===== src/rtl/sifh_pkg.sv =====
// Shared constants and types for the SiFH histogram builder.
// All derived widths are computed here so every block agrees on them.
package sifh_pkg;

    localparam int NP                = 10;
    localparam int BIN_BITS          = 4;
    localparam int PIXEL_NUM         = 3;
    localparam int PIXEL_NUM_PER_RAM = 3;
    localparam int ACQ_NUM           = 2;
    localparam int DATA_NUM          = 2;

    function automatic int clog2_min1(input int v);
        return (v > 1) ? $clog2(v) : 1;
    endfunction

    localparam int CW    = $clog2(ACQ_NUM * DATA_NUM + 1);
    localparam int NBINS = 1 << BIN_BITS;
    localparam int PIX_W = clog2_min1(PIXEL_NUM);
    localparam int DAT_W = clog2_min1(DATA_NUM);
    localparam int ACQ_W = clog2_min1(ACQ_NUM);

    typedef enum logic {
        IDLE  = 1'b0,
        ACCUM = 1'b1
    } state_e;

endpackage


===== src/rtl/pixel_hist.sv =====
// Per-pixel bin counters with a running maximum and peak bin.
// peak_bin_o already includes the word being accumulated this cycle.
module pixel_hist
    import sifh_pkg::*;
(
    input  logic                clk,
    input  logic                rst,
    input  logic                inc_i,
    input  logic                clr_i,
    input  logic [BIN_BITS-1:0] bin_i,
    output logic [BIN_BITS-1:0] peak_bin_o
);

    logic [CW-1:0]       cnt_q [NBINS];
    logic [CW-1:0]       cnt_new;
    logic [CW-1:0]       max_q, max_d;
    logic [BIN_BITS-1:0] peak_q, peak_d;

    // Strict compare keeps the bin that reached the max first.
    always_comb begin
        cnt_new = cnt_q[bin_i] + CW'(1);
        max_d   = max_q;
        peak_d  = peak_q;
        if (inc_i && (cnt_new > max_q)) begin
            max_d  = cnt_new;
            peak_d = bin_i;
        end
    end

    assign peak_bin_o = peak_d;

    always_ff @(posedge clk or posedge rst) begin
        if (rst) begin
            for (int b = 0; b < NBINS; b++) cnt_q[b] <= '0;
            max_q  <= '0;
            peak_q <= '0;
        end else if (clr_i) begin
            for (int b = 0; b < NBINS; b++) cnt_q[b] <= '0;
            max_q  <= '0;
            peak_q <= '0;
        end else if (inc_i) begin
            cnt_q[bin_i] <= cnt_new;
            max_q        <= max_d;
            peak_q       <= peak_d;
        end
    end

endmodule


===== src/rtl/his_builder_fsm.sv =====
// Streaming per-pixel histogram builder: walks pixel/data/acq indices,
// and publishes each pixel's peak bin lower edge on the frame's last word.
module his_builder_fsm
    import sifh_pkg::*;
(
    input  logic          clk,
    input  logic          res,
    input  logic          wrEn,
    input  logic [NP-1:0] data,
    output logic [NP-1:0] peakResult [PIXEL_NUM_PER_RAM]
);

    state_e             state_q, state_d;
    logic [PIX_W-1:0]   pix_q, pix_d;
    logic [DAT_W-1:0]   dat_q, dat_d;
    logic [ACQ_W-1:0]   acq_q, acq_d;
    logic               last_word;
    logic               publish;
    logic [BIN_BITS-1:0] bin;
    logic [BIN_BITS-1:0] peak_bin [PIXEL_NUM];
    logic [NP-1:0]      result_q [PIXEL_NUM_PER_RAM];

    assign bin = data[NP-1 -: BIN_BITS];

    assign last_word = (dat_q == DAT_W'(DATA_NUM - 1)) &&
                       (pix_q == PIX_W'(PIXEL_NUM - 1)) &&
                       (acq_q == ACQ_W'(ACQ_NUM - 1));

    assign publish = wrEn && last_word;

    always_comb begin
        state_d = state_q;
        pix_d   = pix_q;
        dat_d   = dat_q;
        acq_d   = acq_q;
        unique case (state_q)
            IDLE:    if (wrEn) state_d = ACCUM;
            ACCUM:   state_d = ACCUM;
            default: state_d = IDLE;
        endcase
        if (wrEn) begin
            if (dat_q == DAT_W'(DATA_NUM - 1)) begin
                dat_d = '0;
                if (pix_q == PIX_W'(PIXEL_NUM - 1)) begin
                    pix_d = '0;
                    if (acq_q == ACQ_W'(ACQ_NUM - 1)) acq_d = '0;
                    else                              acq_d = acq_q + ACQ_W'(1);
                end else begin
                    pix_d = pix_q + PIX_W'(1);
                end
            end else begin
                dat_d = dat_q + DAT_W'(1);
            end
        end
    end

    always_ff @(posedge clk or posedge res) begin
        if (res) begin
            state_q <= IDLE;
            pix_q   <= '0;
            dat_q   <= '0;
            acq_q   <= '0;
        end else begin
            state_q <= state_d;
            pix_q   <= pix_d;
            dat_q   <= dat_d;
            acq_q   <= acq_d;
        end
    end

    for (genvar p = 0; p < PIXEL_NUM; p++) begin : g_pix
        pixel_hist u_hist (
            .clk        (clk),
            .rst        (res),
            .inc_i      (wrEn && (pix_q == PIX_W'(p))),
            .clr_i      (publish),
            .bin_i      (bin),
            .peak_bin_o (peak_bin[p])
        );
    end

    always_ff @(posedge clk or posedge res) begin
        if (res) begin
            for (int p = 0; p < PIXEL_NUM_PER_RAM; p++) result_q[p] <= '0;
        end else if (publish) begin
            for (int p = 0; p < PIXEL_NUM_PER_RAM; p++)
                result_q[p] <= {peak_bin[p], {(NP - BIN_BITS){1'b0}}};
        end
    end

    assign peakResult = result_q;

endmodule


===== config.mk =====
export PLATFORM = sky130hd
export DESIGN_NAME = his_builder_fsm
export DESIGN_NICKNAME = d
export VERILOG_FILES = /design/src/rtl/sifh_pkg.sv /design/src/rtl/pixel_hist.sv /design/src/rtl/his_builder_fsm.sv
export SDC_FILE = /design/constraint.sdc
export NUM_CORES = 1
export LEC_CHECK = 0
export ABC_AREA = 1
export BUFFER_PORTS_ARGS = -buffer_cell sky130_fd_sc_hd__buf_2
export CAP_MARGIN = 20
export CORE_MARGIN = 2
export CORE_UTILIZATION = 24
export CTS_BUF_LIST = sky130_fd_sc_hd__clkbuf_8
export DETAILED_ROUTE_END_ITERATION = 10
export PLACE_DENSITY = 0.36
export RECOVER_POWER = 50
export SLEW_MARGIN = 15
export SYNTH_ARGS = -nofsm -noshare
export SYNTH_HDL_FRONTEND = slang
export SYNTH_SLANG_ARGS = --single-unit

===== constraint.sdc =====
create_clock -name clk -period 15.55 [get_ports clk]
set_input_delay 0.7775 -clock clk [delete_from_list [all_inputs] [get_ports clk]]
set_output_delay 0.7775 -clock clk [all_outputs]
set_load 0.03 [all_outputs]

==> results of run 1 <==
cell usage after synthesis, drive strengths merged, types with 10 or more instances:
| library cell | n |
|---|---|
| buf | 65 |
| nor2 | 129 |
| o32ai | 16 |
| o21ai | 37 |
| inv | 149 |
| o31ai | 31 |
| clkbuf | 10 |
| nand4 | 54 |
| a22oi | 38 |
| nand3 | 54 |
| ha | 12 |
| dfrtp | 181 |
| nand2 | 491 |
registers in the layout (all words and copies together), names as in the netlist:
signal / count
g_pix.u_hist.max_q: 9
g_pix.u_hist.cnt_q: 144
pix_q: 2
dat_q: 1
peakResult: 12
g_pix.u_hist.peak_q: 12
acq_q: 1
logic make-up (layout without fill, tap and decap cells):
kind of cell	Yosys count	in the layout	share of synthesized area
multiplexers	1	1	0.00102
AND/OR/NAND/NOR	735	735	0.313
other	1	18	0.000381
buffers and inverters	228	210	0.112
AO/OA/AOI/OAI	135	135	0.0982
flip-flops	181	181	0.460
adder cells (fa/ha/maj)	12	12	0.0153
final timing paths:
check                                       endpoint  slack [ns]  cells past startpoint
max                        g_pix[1].u_hist.cnt_q[45]        8.23                      3
min                        g_pix[2].u_hist.cnt_q[47]        0.49                      2
max reg2reg                g_pix[0].u_hist.cnt_q[28]       11.67                     10
min reg2reg                g_pix[2].u_hist.cnt_q[47]        0.49                      2
max in group clk                      peakResult[29]       10.33                     20
min in group asynchronous  g_pix[2].u_hist.cnt_q[32]        2.09                      2
per-layer routing:
layer  track usage  wire (µm)  up-vias
met2         0.260      15600      148
met3        0.0238       1160       14
met4        0.0281        211        0
met5             0          0        -
met1         0.257      18000     4092
li1              -          -     4070
metrics by stage:
step / area, µm² / utilization / power [mW] / hold slack [ns] / std cells
after floorplan: 9900 / - / 1.20 / 0.449 / 1310
after global placement: 10200 / 0.251 / 1.37 / 0.463 / 1792
after detailed placement: 10200 / 0.251 / 1.38 / 0.466 / 1792
after CTS: 10600 / 0.262 / 1.76 / 0.492 / 1824
after global routing: 10600 / 0.261 / 1.88 / 0.511 / 1824
final: 10600 / 0.261 / 1.74 / 0.489 / 1824
worst max-delay path, stage by stage:
cell and delay (ns):
clkbuf_1 0.08, clkinvlp_2 3.18, clkbuf_1 2.83
power by group through the flow:
stage	Clock, mW	Sequential (mW)	Combinational, mW
finish	0.376	0.746	0.613
global route	0.408	0.768	0.702
CTS	0.389	0.744	0.626
detailed placement	0	0.753	0.623
global placement	0	0.753	0.619
floorplan	0	0.758	0.443
cell type report:
cell class	count	area, µm²	area share
Tap cell	532	666	0.0627
Sequential cell	181	4530	0.427
Clock buffer	17	234	0.0220
Multi-Input combinational cell	901	4280	0.403
Timing Repair Buffer	25	121	0.0114
Inverter	153	583	0.0549
Clock inverter	15	204	0.0192
==> flow_summary_export.csv, run 1 <==
group,metric,value,unit
hold_path,hp-class,"reg2reg",
timing,setup_ws,8.23,ns
yosys,synth_area_leaders,"dfrtp_1 46%, nand2_1 18%, inv_1 5.2%",
hold_path,hold_start,"g_pix[2].u_hist.cnt_q[47]",
power,pwr-share-seq,0.430,
floorplan,core,0.0406,mm²
cells_and_area,n_fill_cell,4507,
clock_network,cts-root-buf,"clkbuf_8",
floorplan,io_pins,43,
timing,tightest_slew,5.81,ns
yosys,netlist_area,0.00984,mm²
cells_and_area,final_layout_size_suffix_gt1_frac,0.0642,
placed_design,routabilityCongestion,0.754,
route,ant_nets,0,
timing,rsz0062_at_grt,"false",
power,p_int,1.01,mW
cells_and_area,area_growth,7.86,%
yosys,synth_edf_count,0,
global_routing,grt_pass1_wl,53300,µm
power,combPwrFrac,0.353,
critical_path,reg2reg_from,"pix_q[1]",
global_routing,grt_use_total,0.170,
yosys,post_synth_num_cell_types,34,
timing,slew_headroom,-2.90,
critical_path,crit_start,"res",
clock_network,cts_resized,0,
placed_design,pre_cts_slack,9.72,ns
timing,max_freq,137,MHz
route,drc,0,
status,violations,"max-capacitance violations, max-slew violations",
timing,period_share,0.471,
route,firstDrtPassIters,5,
floorplan,dieArea,0.0426,mm²
clock_network,cts_tree,"built",
yosys,synthArstFlopShare,1.00,
global_routing,antenna_found_initial,0,
clock_network,clkSinkCount,181,
placed_design,place_hpwl,21700,µm
timing,period_minus_slack,7.32,ns
route,drtIter0Drc,584,
cells_and_area,final_cell_mix,"480 x nand2_1, 181 x dfrtp_1, 135 x inv_1, 118 x nor2_1",
yosys,ys.flop_type,"dfrtp_1",
yosys,syn_inst,1293,
route,viasPerCell,4.56,
placed_design,port_buffers,18,
run,cap_viol_max_count,2,
clock_network,clkTransAtPathRegs,0.10,ns
clock_network,cts_hold_buf,0,
yosys,synth_top_area_share,0.460,
clock_network,worst_skew_pair.late_latency,0.50,ns
critical_path,cp_max_fo,118,
power,power_switching,0.722,mW
clock_network,postCtsSetupBuffers,0,
cells_and_area,fin_nets,1304,
floorplan,initial_utilization,0.242,
power,p_per_area,164,mW/mm²
status,outcome,"finished, violations left",
clock_network,clockBufferDepth,2,
floorplan,rows,74,
floorplan,fp.dieH,206,µm
route,vias,8324,
critical_path,worstPathArrival,7.05,ns
floorplan,dieWidth,206,µm
cells_and_area,diodes,0,
timing,finalSetupTns,0,ns
power,clkPwrFrac,0.217,
timing,fin_skew,0.0222,ns
yosys,yosysSeqAreaShare,0.460,
cells_and_area,final_common_cell,"nand2_1",
clock_network,cts-buffers-inserted,17,
yosys,synth.avg_cell_area,7.61,µm²
power,p_sw_frac,0.416,
timing,slew_viol_final,184,
global_routing,first_global_vias,8240,
critical_path,worstPathRequired,15.28,ns
global_routing,gr-total-overflow,0,
route,routed_wl,35000,µm
yosys,ys_ff_latch,181,
critical_path,startpoint_type,"input pin",
yosys,synth_top_cell_by_area,"dfrtp_1",
power,leakage,5.22,nW
timing,hold_viol,0,
critical_path,worst-setup-path-type,"in2async",
global_routing,grt_max_degree,119,
critical_path,end_kind,"async pin",
yosys,ys_warn_count,0,
clock_network,h-tree-depth,4,
power,vdd_drop_max,0.0000621,V
route,wl_per_cell,19.2,µm
timing,setup_viol,0,
Power figures use the tool's default switching activity.
==> inputs of run 2 (changes only) <==
--- a/config.mk
+++ b/config.mk
@@ -12,7 +12,7 @@
 export CORE_UTILIZATION = 24
 export CTS_BUF_LIST = sky130_fd_sc_hd__clkbuf_8
 export DETAILED_ROUTE_END_ITERATION = 10
-export PLACE_DENSITY = 0.36
+export PLACE_DENSITY = 0.37
 export RECOVER_POWER = 50
 export SLEW_MARGIN = 15
 export SYNTH_ARGS = -nofsm -noshare
==> constraint.sdc (replaced) <==
create_clock -name clk -period 6.04 [get_ports clk]
set_input_delay 0.302 -clock clk [delete_from_list [all_inputs] [get_ports clk]]
set_output_delay 0.302 -clock clk [all_outputs]
set_load 0.03 [all_outputs]
==> run 2 against run 1 <==
Compared with the run above: the run still ends with max-capacitance violations, max-slew violations left; combinational power grew to 2.6 times the previous value; clock-buffer cell count stayed put; largest power group unchanged; first-iteration DRC count is 14% higher; highest routed layer unchanged; non-clock buffer count is 5 higher; sequential share of layout area is 0.065 points higher.
==> flow_summary_export.csv, run 2 (synthesized netlist as in run 1, its figures left out) <==
group,metric,value,unit
status,outcome,"finished, violations left",
critical_path,worstPathArrival,4.65,ns
critical_path,slowest_delay,0.56,ns
power,leakage,5.22,nW
floorplan,io_pins,43,
clock_network,cts_resized,0,
clock_network,h-tree-depth,4,
route,routed_wl,34700,µm
power,total_power,4.34,mW
route,drc,0,
timing,setup_viol,0,
floorplan,rows,74,
global_routing,grt_pass1_wl,53100,µm
global_routing,first_global_vias,8146,
status,violations,"max-capacitance violations, max-slew violations",
global_routing,gr-total-overflow,0,
hold_path,hold_start,"wrEn",
clock_network,clkTransAtPathRegs,0.11,ns
route,drtIter0Drc,667,
critical_path,cp_slowest_cell,"nor2_4",
clock_network,cts-root-buf,"clkbuf_8",
critical_path,cp_max_fo,18,
power,vdd_drop_max,0.000195,V
critical_path,crit_start,"data[7]",
floorplan,fp.dieH,206,µm
hold_path,min_delay_path_depth,3,
cells_and_area,largest_register_ffs,144,
clock_network,postCtsSetupBuffers,0,
timing,slew_viol_final,184,
timing,rsz0062_at_grt,"false",
timing,tightest_slew,2.98,ns
critical_path,worst-setup-path-type,"in2reg",
route,vias,8454,
cells_and_area,n_fill_cell,4487,
cells_and_area,area_growth,7.69,%
timing,max_freq,234,MHz
route,ant_nets,0,
cells_and_area,fin_nets,1309,
floorplan,dieArea,0.0426,mm²
floorplan,core,0.0406,mm²
clock_network,worst_skew_pair.late_latency,0.50,ns
critical_path,cpMostUsedCell,"nand2_1",
timing,fin_skew,0.0190,ns
critical_path,path_buf_inv,5,
critical_path,end_kind,"flip-flop",
cells_and_area,largest-register,"g_pix.u_hist.cnt_q",
timing,finalSetupTns,0,ns
floorplan,initial_utilization,0.242,
critical_path,reg2reg_from,"g_pix[0].u_hist.cnt_q[33]",
floorplan,dieWidth,206,µm
placed_design,port_buffers,18,
critical_path,cp_cell_sequence,"buf_2, inv_4, nor2_4, buf_4, a22oi_1, nand2_1, nand2_1, nand2_1, nor2_4, inv_1, ha_1, nand2_2, and2_1, ha_1, a21oi_1, o21ai_0, nand2_1, inv_1, o21ai_0, o21ai_0",
timing,slew_headroom,-0.988,
global_routing,antenna_found_initial,1,
cells_and_area,finish.instance_area,0.0106,mm²
power,p_per_area,409,mW/mm²
clock_network,clkSinkCount,181,
clock_network,cts-buffers-inserted,17,
placed_design,routabilityCongestion,0.776,
global_routing,grt_use_total,0.169,
clock_network,cts_hold_buf,0,
cells_and_area,final_common_cell,"nand2_1",
route,firstDrtPassIters,5,
run,cap_viol_max_count,2,
global_routing,grt_max_degree,128,
placed_design,place_area,0.0102,mm²
critical_path,startpoint_type,"input pin",
cells_and_area,final_layout_size_suffix_gt1_frac,0.0694,
timing,period_share,0.709,
placed_design,place_hpwl,22200,µm
timing,period_minus_slack,4.28,ns
clock_network,clockBufferDepth,2,
route,viasPerCell,4.62,
critical_path,worstPathRequired,6.41,ns
clock_network,cts_tree,"built",
timing,hold_viol,0,
critical_path,cp_top_family,"simple AND/OR/NAND/NOR gates",
route,wl_per_cell,19.0,µm
critical_path,r2r_cells,16,
cells_and_area,final_cell_mix,"480 x nand2_1, 181 x dfrtp_1, 135 x inv_1, 118 x nor2_1",
critical_path,crit_cells,20,
hold_path,hp-class,"in2reg",
## run 2: cell count changes in the layout (fill, tap and decap cells not counted), sizes merged
cell    previous run  this run
diode              0         1
bufinv             4         0
buf               10        16
inv              151       154
clkbuf            32        31
clkinv             9        10
## run 2: layer usage
| layer | wire length [µm] | track usage | vias to the layer above |
|---|---|---|---|
| li1 | - | - | 4090 |
| met1 | 17600 | 0.254 | 4168 |
| met2 | 15200 | 0.249 | 177 |
| met3 | 1390 | 0.0287 | 19 |
| met4 | 497 | 0.0444 | 0 |
| met5 | 0 | 0 | - |
## run 2: worst min-delay path, stage by stage
cell	delay, ns
buf_2	0.13
nor2_1	0.08
nor2_1	0.05
## run 2: area by class of cell
class | count | area [µm²] | share of cell area
tap | 532 | 666 | 0.0628
sequential | 181 | 4530 | 0.427
timing repair buffer | 30 | 161 | 0.0152
inverter | 153 | 586 | 0.0553
clock buffer | 17 | 234 | 0.0221
multi-input combinational | 901 | 4280 | 0.404
antenna | 1 | 2.50 | 0.000236
clock inverter | 15 | 143 | 0.0135
## run 2: final timing paths
path | endpoint | slack [ns]
worst max-delay path | peakResult[6] | 1.76
worst min-delay path | dat_q | 0.1
worst max register to register | peakResult[27] | 2.08
worst min register to register | g_pix[1].u_hist.cnt_q[41] | 0.49
max in group asynchronous | g_pix[1].u_hist.cnt_q[41] | 2.63
min in group asynchronous | g_pix[2].u_hist.cnt_q[6] | 0.74
## run 2: power breakdown
group | leakage, nW | internal, mW | switching, mW
clock network | 0.182 | 0.303 | 0.539
registers | 2.34 | 1.68 | 0.235
logic | 2.70 | 0.468 | 1.11
## run 2: stage by stage
step                setup WS, ns  hold WS [ns]   util  std cells
finish                      1.76        0.0979  0.261       1830
global route                1.41        0.0755  0.261       1829
CTS                         1.77        0.0562  0.261       1829
detailed placement          1.22         0.466  0.252       1797
global placement            1.25         0.463  0.252       1797
floorplan                  0.823         0.440      -       1310
